[src/rtl/pipe_pkg.sv]
// rtl/pipe_pkg.sv - shared types and constants for the RV32I 5-stage pipeline control
// Purpose: forwarding-select and write-source encodings, ControlUnit opcode
//          constants, the per-stage shadow slot structs, and the "writes rd" helper.
// Ports:   none (package)
package pipe_pkg;

  localparam int REG_W = 5;

  typedef enum logic [1:0] {
    FWD_RF      = 2'b00,
    FWD_MEM_ALU = 2'b01,
    FWD_WB      = 2'b10,
    FWD_MEM_PC4 = 2'b11
  } fwd_sel_t;

  typedef enum logic [1:0] {
    WR_ALU = 2'b00,
    WR_MEM = 2'b01,
    WR_PC4 = 2'b10
  } wrsrc_t;

  // RV32I opcodes as decoded by ControlUnit
  localparam logic [6:0] OP_R     = 7'b0110011;
  localparam logic [6:0] OP_I     = 7'b0010011;
  localparam logic [6:0] OP_L     = 7'b0000011;
  localparam logic [6:0] OP_S     = 7'b0100011;
  localparam logic [6:0] OP_B     = 7'b1100011;
  localparam logic [6:0] OP_JAL   = 7'b1101111;
  localparam logic [6:0] OP_JALR  = 7'b1100111;
  localparam logic [6:0] OP_LUI   = 7'b0110111;
  localparam logic [6:0] OP_AUIPC = 7'b0010111;

  typedef struct packed {
    logic             valid;
    logic [REG_W-1:0] rd;
    logic             ruwr;
    wrsrc_t           wrsrc;
  } stage_info_t;

  // EX slot additionally remembers what the instruction reads
  typedef struct packed {
    stage_info_t      info;
    logic [REG_W-1:0] rs1;
    logic [REG_W-1:0] rs2;
    logic             use_rs1;
    logic             use_rs2;
  } ex_info_t;

  // x0 is hardwired, so a write to it never matters for hazards
  function automatic logic writes_rd(input stage_info_t s);
    return s.valid & s.ruwr & (s.rd != '0);
  endfunction

endpackage

[src/rtl/fwd_select.sv]
// rtl/fwd_select.sv - forwarding source select for one EX operand
// Purpose: compares one EX source register against the MEM and WB shadow slots.
// Ports:   ex_valid/ex_rs/ex_use - EX slot validity, source index, source-used flag
//          mem, wb               - MEM and WB shadow slots
//          sel                   - selected operand source
module fwd_select
  import pipe_pkg::*;
(
  input  logic             ex_valid,
  input  logic [REG_W-1:0] ex_rs,
  input  logic             ex_use,
  input  stage_info_t      mem,
  input  stage_info_t      wb,
  output fwd_sel_t         sel
);

  always_comb begin
    sel = FWD_RF;
    if (ex_valid) begin
      // MEM is younger than WB, so it wins. A load in MEM never reaches
      // here with a dependent in EX because the load-use stall intervenes.
      if (ex_use && writes_rd(mem) && (mem.rd == ex_rs)) begin
        sel = (mem.wrsrc == WR_PC4) ? FWD_MEM_PC4 : FWD_MEM_ALU;
      end else if (writes_rd(wb) && (wb.rd == ex_rs)) begin
        sel = FWD_WB;
      end
    end
  end

endmodule

[src/rtl/pipeline_hazard_ctrl.sv]
// rtl/pipeline_hazard_ctrl.sv - stall/flush/forward sequencing for the 5-stage RV32I core
// Purpose: shadows EX/MEM/WB destination info and drives pipeline-register
//          enables, flushes, operand forwarding selects and perf counters.
// Ports:   clk, rst_n (sync, active-low)
//          id_*        - decoded ID-stage control and register indices
//          ex_br_taken - EX branch/jump resolved taken
//          ext_stall   - data-memory wait, freezes everything
//          pc_en, ifid_en, flush_ifid, flush_idex - pipeline register control
//          fwd_a, fwd_b - EX operand sources
//          stall_count, flush_count - saturating perf counters
module pipeline_hazard_ctrl
  import pipe_pkg::*;
#(
  parameter int CNT_W    = 16,
  parameter int XLEN_REG = REG_W
) (
  input  logic                clk,
  input  logic                rst_n,
  input  logic                id_valid,
  input  logic [XLEN_REG-1:0] id_rs1,
  input  logic [XLEN_REG-1:0] id_rs2,
  input  logic                id_use_rs1,
  input  logic                id_use_rs2,
  input  logic [XLEN_REG-1:0] id_rd,
  input  logic                id_ruwr,
  input  logic [1:0]          id_wrsrc,
  input  logic                ex_br_taken,
  input  logic                ext_stall,
  output logic                pc_en,
  output logic                ifid_en,
  output logic                flush_ifid,
  output logic                flush_idex,
  output logic [1:0]          fwd_a,
  output logic [1:0]          fwd_b,
  output logic [CNT_W-1:0]    stall_count,
  output logic [CNT_W-1:0]    flush_count
);

  ex_info_t         ex_q;
  stage_info_t      mem_q;
  stage_info_t      wb_q;
  logic [CNT_W-1:0] stall_q;
  logic [CNT_W-1:0] flush_q;

  ex_info_t id_slot;
  logic     lu;
  logic     redir;
  logic     do_stall;
  logic     do_flush;
  fwd_sel_t sel_a;
  fwd_sel_t sel_b;

  always_comb begin
    id_slot            = '0;
    id_slot.info.valid = id_valid;
    id_slot.info.rd    = id_rd;
    id_slot.info.ruwr  = id_ruwr;
    id_slot.info.wrsrc = wrsrc_t'(id_wrsrc);
    id_slot.rs1        = id_rs1;
    id_slot.rs2        = id_rs2;
    id_slot.use_rs1    = id_use_rs1;
    id_slot.use_rs2    = id_use_rs2;
  end

  assign lu = id_valid & writes_rd(ex_q.info) & (ex_q.info.wrsrc == WR_MEM) &
              ((id_use_rs1 & (id_rs1 == ex_q.info.rd)) |
               (id_use_rs2 & (id_rs2 == ex_q.info.rd)));
  assign redir = ex_br_taken & ex_q.info.valid;

  // A redirect squashes the ID instruction, so its load-use hazard is moot
  assign do_flush = ~ext_stall & redir;
  assign do_stall = ~ext_stall & ~redir & lu;

  fwd_select u_fwd_a (
    .ex_valid (ex_q.info.valid),
    .ex_rs    (ex_q.rs1),
    .ex_use   (ex_q.use_rs1),
    .mem      (mem_q),
    .wb       (wb_q),
    .sel      (sel_a)
  );

  fwd_select u_fwd_b (
    .ex_valid (ex_q.info.valid),
    .ex_rs    (ex_q.rs2),
    .ex_use   (ex_q.use_rs2),
    .mem      (mem_q),
    .wb       (wb_q),
    .sel      (sel_b)
  );

  always_comb begin
    pc_en      = 1'b1;
    ifid_en    = 1'b1;
    flush_ifid = 1'b0;
    flush_idex = 1'b0;
    fwd_a      = sel_a;
    fwd_b      = sel_b;
    if (!rst_n) begin
      pc_en      = 1'b0;
      ifid_en    = 1'b0;
      flush_ifid = 1'b1;
      flush_idex = 1'b1;
      fwd_a      = FWD_RF;
      fwd_b      = FWD_RF;
    end else if (ext_stall) begin
      pc_en   = 1'b0;
      ifid_en = 1'b0;
    end else if (redir) begin
      flush_ifid = 1'b1;
      flush_idex = 1'b1;
    end else if (lu) begin
      pc_en      = 1'b0;
      ifid_en    = 1'b0;
      flush_idex = 1'b1;
    end
  end

  always_ff @(posedge clk) begin
    if (!rst_n) begin
      ex_q    <= '0;
      mem_q   <= '0;
      wb_q    <= '0;
      stall_q <= '0;
      flush_q <= '0;
    end else if (!ext_stall) begin
      wb_q  <= mem_q;
      mem_q <= ex_q.info;
      ex_q  <= flush_idex ? '0 : id_slot;
      if (do_stall && (stall_q != '1)) stall_q <= stall_q + 1'b1;
      if (do_flush && (flush_q != '1)) flush_q <= flush_q + 1'b1;
    end
  end

  assign stall_count = stall_q;
  assign flush_count = flush_q;

endmodule

[config.mk]
export PLATFORM = sky130hd
export DESIGN_NAME = pipeline_hazard_ctrl
export DESIGN_NICKNAME = d
export VERILOG_FILES = /design/src/rtl/pipe_pkg.sv /design/src/rtl/fwd_select.sv /design/src/rtl/pipeline_hazard_ctrl.sv
export SDC_FILE = /design/constraint.sdc
export NUM_CORES = 1
export LEC_CHECK = 0
export CAP_MARGIN = 20
export CELL_PAD_IN_SITES_DETAIL_PLACEMENT = 2
export CELL_PAD_IN_SITES_GLOBAL_PLACEMENT = 2
export CORE_UTILIZATION = 25
export CTS_CLUSTER_DIAMETER = 80
export CTS_CLUSTER_SIZE = 14
export DETAILED_ROUTE_END_ITERATION = 10
export DONT_BUFFER_PORTS = 1
export PLACE_DENSITY = 0.61
export SETUP_SLACK_MARGIN = 0.2
export SYNTH_ARGS = -nofsm -noshare
export SYNTH_HDL_FRONTEND = slang
export SYNTH_HIERARCHICAL = 1
export SYNTH_SLANG_ARGS = --single-unit
[constraint.sdc]
create_clock -name clk -period 4.65 [get_ports clk]
set_input_delay 0.465 -clock clk [delete_from_list [all_inputs] [get_ports clk]]
set_output_delay 0.465 -clock clk [all_outputs]
set_load 0.005 [all_outputs]
==> results of run 1 <==
## sequential cells by signal, indices dropped and copies added, names as in the netlist
register / cells
mem_q: 9
ex_q: 21
stall_count: 16
flush_count: 16
wb_q: 7
## per-layer routing
layer / vias up / routed length [um] / share of wire (%)
met5: - / 0 / 0
met1: 1333 / 4300 / 46
li1: 1268 / - / -
met3: 6 / 567 / 6.0
met4: 0 / 63 / 0.67
met2: 58 / 4520 / 48
## area by class of cell
type                       count  area, um^2  share of cell area (%)
multi-input combinational    264        1830                    47.9
sequential                    69        1380                    36.2
clock buffer                   9         225                    5.90
tap                          172         215                    5.64
clock inverter                 6         136                    3.57
timing repair buffer           2        15.0                   0.393
inverter                       4        15.0                   0.393
## through the flow
stage          area (um^2)  hold slack [ns]  instances  power (mW)  setup slack [ns]
3_5_place_dp          3460            0.479        511       0.716              1.95
4_1_cts               3820            0.237        526        1.57              1.80
2_1_floorplan         3290            0.450        354       0.701              2.59
6_report              3820            0.248        526        1.54              1.86
3_3_place_gp          3460            0.476        511       0.713              2.05
5_1_grt               3820            0.233        526        1.61              1.61
## report_power, final
part,switching (mW),internal (mW),leakage [nW]
clock,0.267,0.576,0.172
sequential,0.0231,0.606,0.560
combinational,0.0348,0.0373,0.622
total,0.325,1.22,1.35
## final timing paths
path | start | cells past startpoint | endpoint
setup / recovery | ex_q[19] | 6 | flush_idex
setup reg to reg | ex_q[20] | 6 | stall_count[15]
hold / removal | id_rd[1] | 1 | ex_q[16]
hold reg to reg | ex_q[0] | 1 | ex_q[0]
## worst max-delay path: cells and delay by family, from the launching register on
family,cells,cell delay [ns]
xor+xnor,1,0.17
flops,1,0.47
simple gates,2,0.45
compound gates,3,0.90
==> results by group, run 1 <==
Power and ir drop
  • Leak: 1.35 nW
  • Pwr dens: 404 mW/mm^2
  • Max rail drop VDD: 168 uV

Critical path
  • CP required: 4.18 ns
  • WP data arrival: 2.33 ns
  • Crit. End Element: output pin
  • Crit path kind: reg2out
  • Startpoint Class: register
  • Slowest cell delay on critical path: 0.48 ns
  • CP cell instances: xnor2_1 > nand4_1 > o22ai_2 > nor2b_1 > a21oi_1 > o21ai_0
  • Critical Path Fanout Max: 10
  • Setup slack, reg-to-reg: 1.91 ns
  • Slowest CP cell: o22ai_2

Floorplanning
  • DIE HEIGHT: 117 um
  • Die Area: 0.0136 mm^2
  • Core area: 0.0127 mm^2
  • Effective utilization at floorplan: 25.9%
  • Die W: 117 um
  • Rows: 41
  • # IOs: 65

Synth
  • Synthesized area: 0.00329 mm^2
  • Avg Inst Size Synth: 9.30 um^2
  • Syn Nets: 381
  • Yosys Warn Count: 6
  • Post-Synthesis Cells: 354

Job
  • Max-cap viol count: 0

Final layout
  • Fill cell count: 1467
  • Util after Layout: 30.0%
  • N_diodes: 0
  • Share of cells above drive strength 1: 7.63%
  • Most common cell after layout, fill and taps aside: dfxtp_1
  • Most frequent cells in the layout: dfxtp_1, nor2_1, xnor2_1
  • P&R area growth vs syn: 16.0%
  • Nets: 377

Global routing
  • Met2 GRT Util: 24.0%
  • All-layer global routing usage: 14.7%
  • Busiest grt layer: met2
  • First-pass GRT wire length: 14.7 mm
  • Largest net degree at the start of global routing: 29
  • Overflow left after global routing: 0
  • Number of global-route vias before repair: 2725
  • Met3 Track Usage GR: 5.15%
  • Initial antenna violation count: 0
  • Routing usage on met1: 17.8%

Route
  • Routed WL: 9.46 mm
  • 1st-iter DRT viols: 97
  • Vias: 2665
  • Vias per inst: 5.07
  • DRC: 0
  • Pre-antenna DRT Iters: 4
  • Post-DR wirelength/cell: 18.0 um
  • Antenna-violating nets left: 0

Outcome
  • Status: complete, no violations

Clock network
  • Clock-pin slew on the worst setup and hold paths: 0.06 ns
  • Root Buffer Master: clkbuf_16
  • Cts hold-fix bufs: 0
  • CTS tree: done
  • Clk Latency, worst-skew pair: 0.34 ns
  • CTS Sinks: 69
  • Clock tree buffer depth: 2
  • Num CTS Buffers: 9
  • CTS H-tree lvls: 3
  • Number of post-CTS setup repair buffers: 0
  • Post-CTS sizing: 0

Min path
  • Hold Crit Class: in2reg

Timing
  • Worst Tran Pin Value: 1.02 ns
  • Slew Limit Fails: 0
  • Final setup vio count: 0
  • Crit share post-route: 60.1%
  • Period minus WS final: 2.79 ns
  • Setup TNS: 0 ns
  • Rel. slew slack: 31.8%
  • Setup Skew: 0.00818 ns
  • RSZ-0062 raised after global routing: false
  • Final hold vios: 0
  • Max Clk Rate: 358 MHz

Placement
  • Final HPWL DP: 6.84 mm
  • Gpl congestion: 0.726
  • Buffers on Ports: 0
Note: power is estimated with default switching activity, not from simulation.
==> run 2: changes to the inputs <==
--- a/config.mk
+++ b/config.mk
@@ -13,7 +13,7 @@
 export CTS_CLUSTER_SIZE = 14
 export DETAILED_ROUTE_END_ITERATION = 10
 export DONT_BUFFER_PORTS = 1
-export PLACE_DENSITY = 0.61
+export PLACE_DENSITY = 0.63
 export SETUP_SLACK_MARGIN = 0.2
 export SYNTH_ARGS = -nofsm -noshare
 export SYNTH_HDL_FRONTEND = slang
==> constraint.sdc (replaced) <==
create_clock -name clk -period 2.37 [get_ports clk]
set_input_delay 0.237 -clock clk [delete_from_list [all_inputs] [get_ports clk]]
set_output_delay 0.237 -clock clk [all_outputs]
set_load 0.005 [all_outputs]
==> results by group, run 2 (synthesis results as in run 1) <==
Critical path
  • CP cell instances: ha_1 > nand4_1 > nor4_4 > nor4b_4 > nand2_4 > buf_4 > o311ai_0 > o41ai_1
  • Slowest CP cell: dfxtp_1
  • Startpoint Class: register
  • Crit path kind: reg2reg
  • CP required: 2.57 ns (-1.61 ns)
  • Reg2Reg Depth: 8 (+2)
  • Slowest cell delay on critical path: 0.37 ns (-0.11 ns)
  • Crit. End Element: register
  • WP data arrival: 2.30 ns (-0.03 ns)
  • Critical Path Fanout Max: 10 (unchanged)

Floorplanning
  • Die Area: 0.0136 mm^2 (unchanged)
  • DIE HEIGHT: 117 um (unchanged)
  • Rows: 41 (unchanged)
  • Die W: 117 um (unchanged)
  • Effective utilization at floorplan: 25.9% (unchanged)
  • Core area: 0.0127 mm^2 (unchanged)
  • # IOs: 65 (unchanged)

Global routing
  • Number of global-route vias before repair: 2877 (+5.6%)
  • Largest net degree at the start of global routing: 29 (unchanged)
  • All-layer global routing usage: 15.9% (+1.2 points)
  • First-pass GRT wire length: 16.1 mm (+9.1%)
  • Overflow left after global routing: 0 (unchanged)
  • Initial antenna violation count: 0 (unchanged)

Route
  • 1st-iter DRT viols: 129 (+33%)
  • Routed WL: 10.3 mm (+9.0%)
  • DRC: 0 (unchanged)
  • Post-DR wirelength/cell: 19.3 um (+7.1%)
  • Pre-antenna DRT Iters: 4 (unchanged)
  • Antenna-violating nets left: 0 (unchanged)
  • Vias: 2729 (+2.4%)
  • Vias per inst: 5.10 (+0.68%)

Final layout
  • Share of cells above drive strength 1: 11.8% (+4.2 points)
  • Post-route insts no fill: 535 (+1.7%)
  • Nets: 386 (+2.4%)
  • Most common cell after layout, fill and taps aside: dfxtp_1
  • P&R area growth vs syn: 17.8%
  • Design Area, Final: 0.00388 mm^2 (+1.6%)
  • N_diodes: 0 (unchanged)
  • Max FFs per register: 21 (unchanged)
  • Fill cell count: 1470 (+0.20%)
  • Most frequent cells in the layout: dfxtp_1, nor2_1, xnor2_1
  • Largest Register: ex_q
  • Multi-input logic area: 0.00187 mm^2 (+2.1%)
  • Total area of sequential cells: 0.00139 mm^2 (+0.63%)

Timing
  • Hold Slack: 0.0314 ns (-0.217 ns)
  • Slew Limit Fails: 0 (unchanged)
  • Final setup vio count: 0 (unchanged)
  • Rel. slew slack: 44.0% (+12 points)
  • Period minus WS final: 2.10 ns
  • RSZ-0062 raised after global routing: true
  • Setup Skew: 0.00477 ns (-0.00341 ns)
  • Final hold vios: 0 (unchanged)
  • Max Clk Rate: 477 MHz
  • Crit share post-route: 88.4%
  • Worst Tran Pin Value: 0.841 ns (-0.183 ns)
  • Setup TNS: 0 ns (unchanged)

Placement
  • Placed cells: 516 (+0.98%)
  • Final HPWL DP: 7.54 mm (+10%)
  • Buffers on Ports: 0 (unchanged)
  • Gpl congestion: 0.788 (+8.5%)
  • Placed inst area: 0.00349 mm^2 (+1.1%)

Power and ir drop
  • Leak: 1.41 nW (+4.3%)
  • Total power draw: 2.74 mW (+77%)
  • Max rail drop VDD: 381 uV (+130%)
  • Pwr dens: 705 mW/mm^2 (+74%)

Clock network
  • Clock-pin slew on the worst setup and hold paths: 0.06 ns (about the same)
  • Root Buffer Master: clkbuf_16
  • CTS tree: done
  • Cts hold-fix bufs: 0 (unchanged)
  • CTS H-tree lvls: 3 (unchanged)
  • Clk Latency, worst-skew pair: 0.33 ns (about the same)
  • Num CTS Buffers: 9 (unchanged)
  • Clock tree buffer depth: 2 (unchanged)
  • CTS Sinks: 69 (unchanged)

Min path
  • Min-Delay Path Depth: 1 (unchanged)
  • Hold Crit Class: in2reg

Outcome
  • Status: complete, no violations

Job
  • Max-cap viol count: 0 (unchanged)
## run 2: timing repair
action / 4_1_cts / 5_1_grt
setup endpoints to repair: 19 / 11
gates resized for setup: 2 / 13
endpoints found under the hold margin: 0 / 0
pin swaps: 0 / 2
cloned: 0 / 0
setup buffers: 0 / 4
## run 2: path summary, 6_finish.rpt
path / from / slack [ns] / to
max reg2reg: stall_count[0] / 0.27 / stall_count[7]
min reg2reg: ex_q[1] / 0.49 / ex_q[1]
min: id_rs1[3] / 0.03 / ex_q[10]
max: stall_count[0] / 0.27 / stall_count[7]
## run 2: final cells by class
| class | instances | share of cell area (%) |
|---|---|---|
| Sequential cell | 69 | 35.8 |
| Clock buffer | 14 | 6.81 |
| Tap cell | 172 | 5.55 |
| Timing Repair Buffer | 11 | 2.45 |
| Clock inverter | 1 | 0.774 |
| Multi-Input combinational cell | 264 | 48.2 |
| Inverter | 4 | 0.387 |
## run 2: where the power goes
| group | switching (mW) | internal [mW] |
|---|---|---|
| Clock | 0.478 | 0.868 |
| Combinational | 0.0774 | 0.0776 |
| Sequential | 0.0440 | 1.19 |
| Total | 0.600 | 2.14 |
## run 2: critical path: cells and delay by family, from the launching register on
family	cells	cell delay (ns)
flops	1	0.37
fa+ha+maj	1	0.29
buf+inv	1	0.17
compound gates	2	0.47
simple gates	4	0.66
## run 2: layer usage
layer	part of all wire, %	GRT usage, %
met1	42	18.7
met2	48	26.6
met3	8.2	6.49
met4	1.0	4.30
met5	0	0
## run 2: per-stage QoR
step	setup slack [ns]	util [%]
6_report	0.275	30.5
5_1_grt	0.158	30.5
4_1_cts	0.110	29.8
3_5_place_dp	0.0927	27.5
3_3_place_gp	0.158	27.5
2_1_floorplan	0.311	-
==> run 3: changes to the inputs <==
--- a/config.mk
+++ b/config.mk
@@ -14,6 +14,7 @@
 export DETAILED_ROUTE_END_ITERATION = 10
 export DONT_BUFFER_PORTS = 1
 export PLACE_DENSITY = 0.63
+export RECOVER_POWER = 25
 export SETUP_SLACK_MARGIN = 0.2
 export SYNTH_ARGS = -nofsm -noshare
 export SYNTH_HDL_FRONTEND = slang
==> results by group, run 3 (synthesis results as in run 1) <==
Timing
  • Worst Tran Pin Value: 1.48 ns (+0.643 ns)
  • Setup Skew: 0.00477 ns (+0.0000000300 ns)
  • Max Clk Rate: 473 MHz (-0.87%)
  • RSZ-0062 raised after global routing: true
  • Period minus WS final: 2.11 ns (+0.0183 ns)
  • Slew Limit Fails: 0 (unchanged)
  • Setup TNS: 0 ns (unchanged)
  • Crit share post-route: 89.2% (+0.77 points)
  • Final setup vio count: 0 (unchanged)
  • Final hold vios: 0 (unchanged)
  • Rel. slew slack: 1.05% (-43 points)
  • Hold Slack: 0.0314 ns (-0.0000367 ns)

Power and ir drop
  • Clk pwr share: 49.2% (about the same)
  • Combinational share of power: 5.6% (about the same)
  • Pwr dens: 706 mW/mm^2 (about the same)
  • Max rail drop VDD: 381 uV (about the same)
  • Switching part of the total: 21.9% (about the same)
  • Leak: 1.41 nW (-0.26%)
  • Seq pwr share: 45.2% (about the same)
  • Internal power: 2.14 mW (about the same)
  • Switching pwr: 600 uW (about the same)

Global routing
  • Met2 GRT Util: 26.6% (unchanged)
  • Busiest grt layer: met2
  • Met3 Track Usage GR: 6.49% (unchanged)
  • All-layer global routing usage: 15.9% (unchanged)
  • First-pass GRT wire length: 16.1 mm (unchanged)
  • Routing usage on met1: 18.7% (unchanged)
  • Overflow left after global routing: 0 (unchanged)
  • Initial antenna violation count: 0 (unchanged)
  • Number of global-route vias before repair: 2877 (unchanged)
  • Largest net degree at the start of global routing: 29 (unchanged)

Placement
  • Final HPWL DP: 7.54 mm (unchanged)
  • Buffers on Ports: 0 (unchanged)
  • Gpl congestion: 0.788 (unchanged)

Final layout
  • P&R area growth vs syn: 17.7% (about the same)
  • Largest Register: ex_q
  • N_diodes: 0 (unchanged)
  • Max FFs per register: 21 (unchanged)
  • Nets: 386 (unchanged)
  • Share of cells above drive strength 1: 11.6% (-0.28 points)
  • Most frequent cells in the layout: dfxtp_1, nor2_1, xnor2_1
  • Most common cell after layout, fill and taps aside: dfxtp_1

Floorplanning
  • # IOs: 65 (unchanged)
  • Die Area: 0.0136 mm^2 (unchanged)
  • Die W: 117 um (unchanged)
  • Rows: 41 (unchanged)
  • Effective utilization at floorplan: 25.9% (unchanged)
  • DIE HEIGHT: 117 um (unchanged)
  • Core area: 0.0127 mm^2 (unchanged)

Route
  • Vias: 2728 (-0.037%)
  • 1st-iter DRT viols: 133 (+3.1%)
  • DRC: 0 (unchanged)
  • Routed WL: 10.3 mm (about the same)
  • Antenna-violating nets left: 0 (unchanged)
  • Pre-antenna DRT Iters: 4 (unchanged)
  • Post-DR wirelength/cell: 19.3 um (about the same)
  • Vias per inst: 5.10 (about the same)

Clock network
  • Clock tree buffer depth: 2 (unchanged)
  • Num CTS Buffers: 9 (unchanged)
  • CTS tree: done
  • CTS Sinks: 69 (unchanged)
  • Clock-pin slew on the worst setup and hold paths: 0.05 ns (about the same)
  • Root Buffer Master: clkbuf_16
  • Cts hold-fix bufs: 0 (unchanged)
  • Clk Latency, worst-skew pair: 0.33 ns (about the same)
  • CTS H-tree lvls: 3 (unchanged)

Critical path
  • CP required: 2.61 ns (+0.04 ns)
  • Crit path kind: reg2reg
  • Startpoint Class: register
  • Crit. End Element: register
  • WP data arrival: 2.35 ns (+0.05 ns)
  • Critical Path Fanout Max: 10 (unchanged)

Outcome
  • Status: complete, no violations

Job
  • Max-cap viol count: 0 (unchanged)

Min path
  • Hold Crit Class: in2reg
-- run 3: worst max-delay path, stage by stage, from the launching register on --
cell	delay (ns)
dfxtp_1	0.37
ha_1	0.29
nand4_1	0.15
nor4_4	0.07
nor4b_4	0.29
nand2_4	0.15
or4_1	0.53
a21oi_1	0.16
-- run 3: routing by layer --
| layer | wire length (um) | vias up |
|---|---|---|
| met5 | 0 | - |
| met4 | 106 | 0 |
| met3 | 848 | 11 |
| met2 | 4980 | 69 |
| met1 | 4370 | 1374 |
| li1 | - | 1274 |
-- run 3: per-stage QoR --
step / setup WS [ns] / power [mW] / utilization (%) / std cells / cell area (um^2)
global route: 0.158 / 2.85 / 30.5 / 535 / 3870
floorplan: 0.311 / 1.37 / - / 354 / 3290
global placement: 0.158 / 1.40 / 27.5 / 516 / 3490
CTS: 0.110 / 2.77 / 29.8 / 531 / 3800
finish: 0.257 / 2.74 / 30.5 / 535 / 3870
detailed placement: 0.0927 / 1.41 / 27.5 / 516 / 3490
-- run 3: cell type report --
type / count / area [um^2]
Timing Repair Buffer: 11 / 91.3
Multi-Input combinational cell: 264 / 1870
Fill cell: 1472 / 8850
Clock inverter: 1 / 30.0
Sequential cell: 69 / 1390
Inverter: 4 / 15.0
Tap cell: 172 / 215
Clock buffer: 14 / 264
-- run 3: repair_timing --
item,in CTS,in global routing
cloned,0,0
pin swaps,0,2
setup buffers,0,4
endpoints found under the setup margin,19,11
resized for setup,2,13
-- run 3: worst paths after layout --
path	start	endpoint	slack, ns	depth (start not counted)
min	id_rs1[3]	ex_q[10]	0.03	1
min reg2reg	ex_q[1]	ex_q[1]	0.49	1
max reg2reg	stall_count[0]	stall_count[15]	0.26	7
max	stall_count[0]	stall_count[15]	0.26	7
-- run 3: power by group through the flow --
stage / sequential (mW) / clock [mW] / combinational [mW]
2_1_floorplan: 1.24 / 0 / 0.131
3_5_place_dp: 1.26 / 0 / 0.153
6_report: 1.24 / 1.35 / 0.154
3_3_place_gp: 1.26 / 0 / 0.146
5_1_grt: 1.24 / 1.43 / 0.172
4_1_cts: 1.23 / 1.38 / 0.154
